===== src/rtl/countdown_timer.sv =====
// Loadable down-counter with start/stop control, one-cycle terminal-count pulse
// and optional automatic reload from the last loaded value.
module countdown_timer #(
  parameter int WIDTH = 8
) (
  input  logic             clk,
  input  logic             rst,
  input  logic [WIDTH-1:0] d,
  input  logic             ld,
  input  logic             ce,
  input  logic             start,
  input  logic             stop,
  input  logic             auto_reload,
  output logic [WIDTH-1:0] q,
  output logic             tc,
  output logic             busy,
  output logic             zero
);

  typedef enum logic [1:0] {
    S_IDLE = 2'd0,
    S_RUN  = 2'd1,
    S_DONE = 2'd2
  } state_t;

  localparam logic [WIDTH-1:0] C_ZERO = '0;
  localparam logic [WIDTH-1:0] C_ONE  = WIDTH'(1);

  state_t           r_state;
  state_t           w_state_next;
  logic [WIDTH-1:0] r_q;
  logic [WIDTH-1:0] w_q_next;
  logic [WIDTH-1:0] r_rld;
  logic [WIDTH-1:0] w_rld_next;
  logic             r_tc;
  logic             w_tc_next;

  always_ff @(posedge clk) begin
    if (rst) begin
      r_state <= S_IDLE;
      r_q     <= C_ZERO;
      r_rld   <= C_ZERO;
      r_tc    <= 1'b0;
    end else begin
      r_state <= w_state_next;
      r_q     <= w_q_next;
      r_rld   <= w_rld_next;
      r_tc    <= w_tc_next;
    end
  end

  always_comb begin
    w_state_next = r_state;
    w_q_next     = r_q;
    w_rld_next   = r_rld;
    w_tc_next    = 1'b0;

    if (ld) begin
      // A load overrides counting; it only decides whether we may be running.
      w_q_next   = d;
      w_rld_next = d;
      case (r_state)
        S_RUN:   if (d == C_ZERO) w_state_next = S_DONE;
        default: if (start && (d != C_ZERO)) w_state_next = S_RUN;
      endcase
    end else begin
      case (r_state)
        S_IDLE: begin
          if (start && (r_q != C_ZERO)) w_state_next = S_RUN;
        end
        S_DONE: begin
          if (start) begin
            w_q_next = r_rld;
            if (r_rld != C_ZERO) w_state_next = S_RUN;
          end
        end
        S_RUN: begin
          if (stop) begin
            w_state_next = S_IDLE;
          end else if (ce) begin
            if (r_q > C_ONE) begin
              w_q_next = r_q - C_ONE;
            end else if (r_q == C_ONE) begin
              // Terminal count: pulse tc together with the reload or final zero.
              w_tc_next = 1'b1;
              if (auto_reload && (r_rld != C_ZERO)) begin
                w_q_next = r_rld;
              end else begin
                w_q_next     = C_ZERO;
                w_state_next = S_DONE;
              end
            end
          end
        end
        default: w_state_next = S_IDLE;
      endcase
    end
  end

  assign q    = r_q;
  assign tc   = r_tc;
  assign busy = (r_state == S_RUN);
  assign zero = (r_q == C_ZERO);

endmodule


===== config.mk =====
export PLATFORM = sky130hd
export DESIGN_NAME = countdown_timer
export DESIGN_NICKNAME = d
export VERILOG_FILES = /design/src/rtl/countdown_timer.sv
export SDC_FILE = /design/constraint.sdc
export NUM_CORES = 1
export LEC_CHECK = 0
export ABC_AREA = 1
export CORE_UTILIZATION = 45
export CTS_CLUSTER_SIZE = 28
export DETAILED_ROUTE_END_ITERATION = 8
export GPL_TIMING_DRIVEN = 1
export PLACE_DENSITY = 0.72
export SLEW_MARGIN = 20
export SYNTH_ARGS = -nofsm -noshare
export SYNTH_HDL_FRONTEND = slang
export SYNTH_SLANG_ARGS = --single-unit

===== constraint.sdc =====
create_clock -name clk -period 2.2 [get_ports clk]
set_input_delay 0.22 -clock clk [delete_from_list [all_inputs] [get_ports clk]]
set_output_delay 0.22 -clock clk [all_outputs]
set_load 0.005 [all_outputs]

==> results.cfg <==
[timing]
fin_ws_ns = 0.183
skew_ns = 0.00193
rsz_0062_raised_after_global_routing = no
fmax_ghz = 0.496
timing.max_slew.rel_slack_pct = 69.2
drv_slew = 0
final-hold-violation-count = 0
fin_crit_sh_pct = 91.7
finalSetupTns_ns = 0
min_period_ns = 2.02
worst_slew_pin_tran_ns = 0.461
finalSetupViolCount = 0

[global_route]
grt_usage_pct = 24.2
grt_pass1_vias = 1145
globalRoute.totalOverflow = 0
grt_antenna_before_repair = 0
grt_start_max_net_pins = 15
grt_first_pass_wirelength_mm = 5.13

[floorplanning]
die-width_um = 54.4
chipHeight_um = 54.4
io-pin-count = 26
floorplan.rows = 18
die_area_mm2 = 0.00296
core_area_mm2 = 0.00254
floorplan.initialDensity_pct = 48.5

[hold_path]
min_path_type = register to register
worst_hold_startpoint = r_rld[1]
hold_depth = 2
holdPathEnd = r_rld[1]

[setup_path]
critPathArrivalTime_ns = 1.80
start_kind = register
timing.reg2reg.setup_slack_ns = 0.30
critPathSlowestCell = sky130_fd_sc_hd__clkdlybuf4s50_1
r2r_start = q[0]
r2r_cells = 10
end_kind = output pin
critical_path.max_fanout = 5
timing.critical_path.slowest_cell_delay_ns = 0.43
series_of_cell_instances_along_the_critical_path = inv_1 -> ha_1 -> nand2_2 -> inv_2 -> nand2_2 -> inv_1 -> clkdlybuf4s50_1
path_class = register to output pin
regToRegEndpoint = q[0]
crit_required_ns = 1.98

[finish]
antennaDiodeCount = 0
most-common-layout-cells = 47 x sky130_fd_sc_hd__nand2_1, 38 x sky130_fd_sc_hd__nor2_1, 25 x sky130_fd_sc_hd__clkdlybuf4s50_1, 20 x sky130_fd_sc_hd__inv_1, 19 x sky130_fd_sc_hd__dfxtp_1
multi_input_area_um2 = 737
sequential_cell_area_um2 = 380
layout_cells_sized_above_1_pct = 10.1
filler_cell_count = 252
area_growth_syn_to_layout_pct = 24.8
layout_net_count = 246
fin_util_pct = 60.5
most_common_library_cell_in_the_layout_ignoring_fill_and_taps = sky130_fd_sc_hd__nand2_1

[routing]
vias = 1355
dr.pass1.iters = 4
wl_per_cell_um = 12.0
postRouteWirelength_mm = 3.10
ant_nets = 0
drc_errors = 0
drt_iter0_markers = 50
avgViaCountPerCell = 5.25

[place]
numPortBuffers = 25
gp_congestion = 0.845
place_worst_setup_slack_ns = 0.354
dp_hpwl_mm = 2.41

[power]
power.density_mw_per_mm2 = 1230
irDropWorstVdd_mv = 1.01
power_frac_seq_pct = 28.5
power_frac_comb_pct = 61.7
cell_internal_pwr_mw = 0.998
p_sw_mw = 0.896
switching_share_pct = 47.3
power_leakage_nw = 0.708
clkPwrFrac_pct = 9.7

[synthesis]
yosys_warnings = 0
synth_seq_area_share_pct = 30.8
postSynthAreaPerCell_um2 = 6.14
total_standard_cell_area_after_synthesis_mm2 = 0.00123
library_cells_used_by_synthesis = 25
synth_seq_cells = 19
synth.net_count = 218
postSynthCellCount = 201

[cts]
cts_made_buffers = 3
cts_max_path_buffers = 2
cts_hold_buffers = 0
post-cts-setup-buffer-count = 0
cts.root.buffer_cell = sky130_fd_sc_hd__clkbuf_4
cts_htree_levels = 1
ctsResizeCount = 0
tritoncts = yes
numClockSinks = 19
clk_transition_reported_paths_ns = 0.11
insertion_delay_ns = 0.30

[run]
cap_viol_max_count = 0

[status]
outcome = finished clean
-- area by class of cell --
class	instances	share of cell area (%)
multi-input combinational	153	47.8
sequential	19	24.7
clock buffer	4	1.71
inverter	25	6.09
tap	30	2.44
timing repair buffer	27	17.2
-- power by group through the flow --
stage / clock network, mW / logic [mW] / registers, mW
CTS: 0.190 / 1.17 / 0.540
global route: 0.204 / 1.33 / 0.560
global placement: 0 / 1.14 / 0.542
detailed placement: 0 / 1.16 / 0.547
finish: 0.185 / 1.17 / 0.541
floorplan: 0 / 0.818 / 0.534
-- synth_stat cells --
library cell	n	area [um2]
sky130_fd_sc_hd__dfxtp_1	19	380
sky130_fd_sc_hd__nand4_2	1	12.5
sky130_fd_sc_hd__nor4_1	1	6.26
sky130_fd_sc_hd__a21oi_4	1	16.3
sky130_fd_sc_hd__o21ai_0	18	90.1
sky130_fd_sc_hd__ha_1	2	25.0
sky130_fd_sc_hd__xor2_1	2	17.5
sky130_fd_sc_hd__nand4_1	4	25.0
sky130_fd_sc_hd__xnor2_1	1	8.76
sky130_fd_sc_hd__a21oi_2	1	8.76
sky130_fd_sc_hd__o21ai_2	1	8.76
sky130_fd_sc_hd__nor2_2	3	18.8
sky130_fd_sc_hd__nand2_1	47	176
sky130_fd_sc_hd__or2_2	1	6.26
sky130_fd_sc_hd__inv_1	20	75.1
sky130_fd_sc_hd__a21boi_0	1	7.51
sky130_fd_sc_hd__nand2_2	4	25.0
sky130_fd_sc_hd__a21oi_1	11	55.1
sky130_fd_sc_hd__nor2_1	38	143
sky130_fd_sc_hd__inv_2	5	18.8
sky130_fd_sc_hd__o21ai_1	6	30.0
sky130_fd_sc_hd__buf_6	1	11.3
sky130_fd_sc_hd__nor2_4	1	11.3
sky130_fd_sc_hd__clkbuf_1	3	11.3
sky130_fd_sc_hd__nand3_1	9	45.0
-- per-stage QoR --
step	cell area (um2)	cells	hold slack [ns]	power (mW)
floorplan	1230	201	0.375	1.35
global route	1540	258	0.510	2.09
finish	1540	258	0.487	1.89
detailed placement	1510	254	0.471	1.71
global placement	1510	254	0.465	1.68
CTS	1540	258	0.490	1.90
-- flip-flops by register name, summed over array words and instances, names as in the netlist --
name and count:
q 8, r_rld 8, r_state 2, tc 1
-- logic make-up after synthesis --
family	synth area share (%)
flops	30.8
buf+inv	9.43
fa+ha+maj	2.03
compound gates	17.5
simple gates	38.0
xor+xnor	2.13
-- routing by layer --
metal,part of all wire [%],global-route usage [%],vias to the layer above
li1,-,-,693
met1,47,34.6,611
met2,46,37.6,47
met3,5.3,2.50,4
met4,1.0,8.12,0
met5,0,0,-
-- worst max-delay path by stage --
stage / start / slack, ns / end / cells past startpoint
after floorplan: q[0] / 0.61 / q[4] / 11
after global placement: ld / 0.45 / r_state[0] / 11
after detailed placement: q[0] / 0.35 / q[6] / 10
after CTS: q[0] / 0.19 / zero / 7
after global routing: q[0] / 0.07 / zero / 7
final: q[0] / 0.18 / zero / 7
-- worst max-delay path: cells and delay by family (launching register included) --
| family | cells | cell delay [ns] |
|---|---|---|
| and+or+nand+nor | 2 | 0.22 |
| DFF | 1 | 0.42 |
| adders and majority gates | 1 | 0.24 |
| buffers and inverters | 4 | 0.62 |
(Power assumes the default switching activity.)
